<file path="config.mk">
export PLATFORM = sky130hd
export DESIGN_NAME = serial_adder_ctrl
export DESIGN_NICKNAME = d
export VERILOG_FILES = /design/src/rtl/serial_adder_ctrl.sv
export SDC_FILE = /design/constraint.sdc
export NUM_CORES = 1
export LEC_CHECK = 0
export ABC_CLOCK_PERIOD_IN_PS = 1800
export CORE_ASPECT_RATIO = 0.7
export CORE_UTILIZATION = 54
export DETAILED_ROUTE_END_ITERATION = 8
export DONT_BUFFER_PORTS = 1
export PLACE_DENSITY = 0.68
export SETUP_SLACK_MARGIN = 0.05
export SLEW_MARGIN = 10
export SYNTH_ARGS = -nofsm -noshare
export SYNTH_HDL_FRONTEND = slang
export SYNTH_SLANG_ARGS = --single-unit
export TNS_END_PERCENT = 20
</file>
<file path="constraint.sdc">
create_clock -name clk -period 1.8 [get_ports clk]
set_clock_uncertainty 0.15 [all_clocks]
set_input_delay 0 -clock clk [delete_from_list [all_inputs] [get_ports clk]]
set_output_delay 0 -clock clk [all_outputs]
set_load 0.01 [all_outputs]
</file>
<file path="src/rtl/serial_adder_ctrl.sv">
// Bit-serial adder: one full-adder slice plus a carry flip-flop, fed LSB first.
// {cout,sum} = a + b + cin, with a one-cycle done pulse WIDTH+1 cycles after start is taken.
module serial_adder_ctrl #(
  parameter int WIDTH = 8
) (
  input  logic             clk,
  input  logic             reset,
  input  logic             start,
  input  logic [WIDTH-1:0] a,
  input  logic [WIDTH-1:0] b,
  input  logic             cin,
  output logic             busy,
  output logic             done,
  output logic [WIDTH-1:0] sum,
  output logic             cout
);

  localparam int CW = $clog2(WIDTH + 1);
  localparam logic [CW-1:0] CNT_LAST = CW'(WIDTH - 1);
  localparam logic [CW-1:0] CNT_ONE  = CW'(1);

  typedef enum logic [1:0] {
    S_IDLE  = 2'd0,
    S_SHIFT = 2'd1,
    S_DONE  = 2'd2
  } state_t;

  state_t           state_q, state_d;
  logic [WIDTH-1:0] a_q, a_d;
  logic [WIDTH-1:0] b_q, b_d;
  logic [WIDTH-1:0] sum_q, sum_d;
  logic [CW-1:0]    count_q, count_d;
  logic             carry_q, carry_d;
  logic             cout_q, cout_d;
  logic             busy_q, busy_d;
  logic             done_q, done_d;
  logic             sum_bit_s;
  logic             carry_nxt_s;

  // Full-adder bit-slice on the current LSB pair and the stored carry
  always_comb begin
    sum_bit_s   = a_q[0] ^ b_q[0] ^ carry_q;
    carry_nxt_s = (a_q[0] & b_q[0]) | (a_q[0] & carry_q) | (b_q[0] & carry_q);
  end

  // Next-state and datapath control
  always_comb begin
    state_d = state_q;
    a_d     = a_q;
    b_d     = b_q;
    sum_d   = sum_q;
    count_d = count_q;
    carry_d = carry_q;
    cout_d  = cout_q;
    case (state_q)
      S_IDLE: begin
        if (start) begin
          a_d     = a;
          b_d     = b;
          carry_d = cin;
          count_d = {CW{1'b0}};
          sum_d   = {WIDTH{1'b0}};
          state_d = S_SHIFT;
        end else begin
          state_d = S_IDLE;
        end
      end
      S_SHIFT: begin
        a_d     = {1'b0, a_q[WIDTH-1:1]};
        b_d     = {1'b0, b_q[WIDTH-1:1]};
        sum_d   = {sum_bit_s, sum_q[WIDTH-1:1]};
        carry_d = carry_nxt_s;
        count_d = count_q + CNT_ONE;
        // The final shift also latches the carry-out alongside the last sum bit
        if (count_q == CNT_LAST) begin
          cout_d  = carry_nxt_s;
          state_d = S_DONE;
        end else begin
          state_d = S_SHIFT;
        end
      end
      S_DONE: begin
        state_d = S_IDLE;
      end
      default: begin
        state_d = S_IDLE;
      end
    endcase
    busy_d = (state_d == S_SHIFT) || (state_d == S_DONE);
    done_d = (state_d == S_DONE);
  end

  // State and datapath registers with synchronous reset
  always_ff @(posedge clk) begin
    if (reset) begin
      state_q <= S_IDLE;
      a_q     <= {WIDTH{1'b0}};
      b_q     <= {WIDTH{1'b0}};
      sum_q   <= {WIDTH{1'b0}};
      count_q <= {CW{1'b0}};
      carry_q <= 1'b0;
      cout_q  <= 1'b0;
      busy_q  <= 1'b0;
      done_q  <= 1'b0;
    end else begin
      state_q <= state_d;
      a_q     <= a_d;
      b_q     <= b_d;
      sum_q   <= sum_d;
      count_q <= count_d;
      carry_q <= carry_d;
      cout_q  <= cout_d;
      busy_q  <= busy_d;
      done_q  <= done_d;
    end
  end

  assign busy = busy_q;
  assign done = done_q;
  assign sum  = sum_q;
  assign cout = cout_q;

endmodule

</file>
==> impl_metrics.sql <==
INSERT INTO impl_metrics (metric_group, metric, value, unit) VALUES
('global_routing', 'grt_first_pass_wirelength', '5.175', 'mm'),
('critical_path', 'worst-endpoint-arrival', '1.60', 'ns'),
('place', 'hpwlAfterDp', '2.067', 'mm'),
('logic_synthesis', 'synthDistinctLibCells', '31', ''),
('die', 'fp.dieArea', '0.002784', 'mm^2'),
('logic_synthesis', 'synthCells', '151', ''),
('die', 'die_height', '44.45', 'um'),
('sta', 'tightestPinTransition', '1.209', 'ns'),
('finish', 'synthToLayoutAreaGrowth', '22.95', '%'),
('sta', 'slew_viol_final', '0', ''),
('cts', 'clockBufferDepth', '2', ''),
('cts', 'postCtsHoldBufs', '19', ''),
('logic_synthesis', 'synth.area.top_cells', 'dfxtp_1, nor2_1, a211oi_1', ''),
('finish', 'final_design_area_no_fill', '0.001709', 'mm^2'),
('critical_path', 'timing_worst_setup_path_type', 'reg -> reg', ''),
('min_path', 'worstHoldStart', 'start', ''),
('logic_synthesis', 'synth-edff-count', '0', ''),
('min_path', 'hold-path-endpoint', 'b_q[6]$_SDFFE_PP0P_', ''),
('drt', 'route.vias.total', '1192', ''),
('critical_path', 'crit_fanout', '10', ''),
('critical_path', 'worstSetupEndpointType', 'register', ''),
('sta', 'setup-tns-final', '0', 'ns'),
('logic_synthesis', 'ys_seq_elements', '34', ''),
('drt', 'routed_via_density', '5.872', ''),
('logic_synthesis', 'synthDominantCellAreaShare', '0.4896', ''),
('finish', 'final_layout_size_suffix_gt1_frac', '0.09942', ''),
('global_routing', 'global_route.overflow_total', '0', ''),
('logic_synthesis', 'synthesis.yosys.warnings', '0', ''),
('drt', 'ant_nets', '0', ''),
('logic_synthesis', 'synth_area', '0.001390', 'mm^2'),
('sta', 'setup-violations-final', '0', ''),
('place', 'placed_area', '0.001428', 'mm^2'),
('logic_synthesis', 'avgSynthCellArea', '9.206', 'um^2'),
('sta', 'period_minus_slack', '1.586', 'ns'),
('finish', 'mostFrequentLayoutCell', 'dfxtp_1', ''),
('sta', 'fin_hold_ws', '0.1276', 'ns'),
('drt', 'drc_errors', '0', ''),
('drt', 'postRouteWirelength', '3.129', 'mm'),
('finish', 'num-fill-cells', '184', ''),
('die', 'core', '0.002295', 'mm^2'),
('outcome', 'result_of_the_run', 'finished, final reports clean', ''),
('drt', 'detailedRoute.firstIterationViolations', '78', ''),
('global_routing', 'grt_pass1_vias', '1122', ''),
('die', 'ioPinCount', '31', ''),
('die', 'fp.dieW', '62.64', 'um'),
('logic_synthesis', 'syn_nets', '174', ''),
('logic_synthesis', 'synth-seq-area-share', '0.4896', ''),
('logic_synthesis', 'yosysTopAreaCell', 'dfxtp_1', ''),
('drt', 'firstDrtPassIters', '4', ''),
('logic_synthesis', 'postSynth.topFlopCell', 'dfxtp_1', ''),
('cts', 'h_tree_levels', '2', ''),
('place', 'port-buffer-count', '0', ''),
('global_routing', 'grt_antenna_before_repair', '0', ''),
('global_routing', 'maximum_number_of_pins_on_one_net_before_global_route_repair', '35', ''),
('drt', 'drt-wirelength-per-cell', '15.41', 'um'),
('cts', 'cts_resized', '0', ''),
('critical_path', 'data_required_time_at_the_worst_endpoint', '1.81', 'ns'),
('sta', 'timing_hold_violations_final', '0', ''),
('cts', 'cts_setup_buffers', '0', ''),
('cts', 'clock-sinks', '34', ''),
('place', 'gpl.final_weighted_congestion', '0.7196', ''),
('critical_path', 'worst_setup_path_start_kind', 'register', ''),
('pwr', 'power_density_of_the_placed_cells', '928.2', 'mW/mm^2'),
('die', 'effective_utilization_at_floorplan', '0.6058', ''),
('cts', 'ctsRootBufferMaster', 'clkbuf_8', ''),
('sta', 'max_clock_freq', '0.6307', 'GHz'),
('critical_path', 'reg2regPathDepth', '4', ''),
('cts', 'clock_tree_from_tritoncts', 'done', ''),
('cts', 'clk_transition_reported_paths', '0.07', 'ns'),
('finish', 'net_total_in_the_final_layout', '193', ''),
('finish', 'most_frequent_cells_in_the_layout', 'dfxtp_1, nor2_1, dlygate4sd3_1', '');
==> routing by layer <==
layer  track usage  wire length, um  vias to the layer above
li1              -                -                      583
met5             0                0                        -
met1        0.3121             1491                      568
met4       0.09767               19                        0
met3       0.08763              212                        2
met2        0.4087             1405                       39
==> how the worst max path moves through the flow <==
stage	from	end	slack, ns
floorplan	a_q[0]$_SDFFE_PP0P_	cout$_SDFFE_PP0P_	0.38
global placement	state_q[0]$_SDFF_PP0_	a_q[0]$_SDFFE_PP0P_	0.30
detailed placement	state_q[0]$_SDFF_PP0_	carry_q$_SDFFE_PP0P_	0.27
CTS	state_q[0]$_SDFF_PP0_	carry_q$_SDFFE_PP0P_	0.25
global route	state_q[0]$_SDFF_PP0_	carry_q$_SDFFE_PP0P_	0.06
finish	state_q[0]$_SDFF_PP0_	carry_q$_SDFFE_PP0P_	0.21
==> synthesized netlist by cell type, types with 2 or more instances <==
cell type and number:
dfxtp_1 34, nor2_1 32, a211oi_1 12, a22oi_1 11, o22ai_1 9, buf_2 6, clkbuf_1 5, inv_1 5
o2bb2ai_1 5, a221oi_1 3, nand2_1 3, a21oi_1 2, ha_1 2, nand3_1 2, nor2b_1 2, nor3_1 2
o21ai_0 2
==> power by group <==
group / total, W / leakage (nW) / internal, W / switching, W
Clock: 0.000564 / 0.0482 / 0.000308 / 0.000256
Sequential: 0.000817 / 0.279 / 0.000794 / 0.0000234
Combinational: 0.000205 / 0.350 / 0.0000962 / 0.000109
==> registers in the layout, indices dropped and copies added (netlist names) <==
name,flops
b_q,8
done,1
busy,1
state_q,2
count_q,4
sum,8
a_q,8
carry_q,1
cout,1
==> per-stage QoR <==
stage          std cells  utilization  worst slack (ns)  power (W)
2_1_floorplan        151            -            0.3783  0.0009534
3_3_place_gp         176       0.6221            0.3019  0.0009779
3_5_place_dp         176       0.6221            0.2699  0.0009862
4_1_cts              203       0.7448            0.2466   0.001590
5_1_grt              203       0.7448           0.06015   0.001657
6_report             203       0.7448            0.2143   0.001586
==> cells by family after synthesis <==
group / synth area share
DFF: 0.4896
and+or+nand+nor: 0.1548
AOI/OAI and AO/OA: 0.2565
muxes: 0.007201
buffers and inverters: 0.05941
adders and majority gates: 0.03240
==> cell type report <==
| cell class | instances | area share |
|---|---|---|
| Inverter | 6 | 0.01318 |
| Tap cell | 32 | 0.02343 |
| Multi-Input combinational cell | 98 | 0.3668 |
| Sequential cell | 34 | 0.3982 |
| Clock inverter | 1 | 0.002928 |
| Clock buffer | 7 | 0.05051 |
| Timing Repair Buffer | 25 | 0.1449 |
==> worst max-delay path, cell delays in order (launching register included) <==
cell,delay [ns]
dfxtp_1,0.33
buf_4,0.17
nand2b_1,0.39
o21ai_0,0.13
a221oi_1,0.29
No activity file was read; power rests on OpenSTA's default activity.
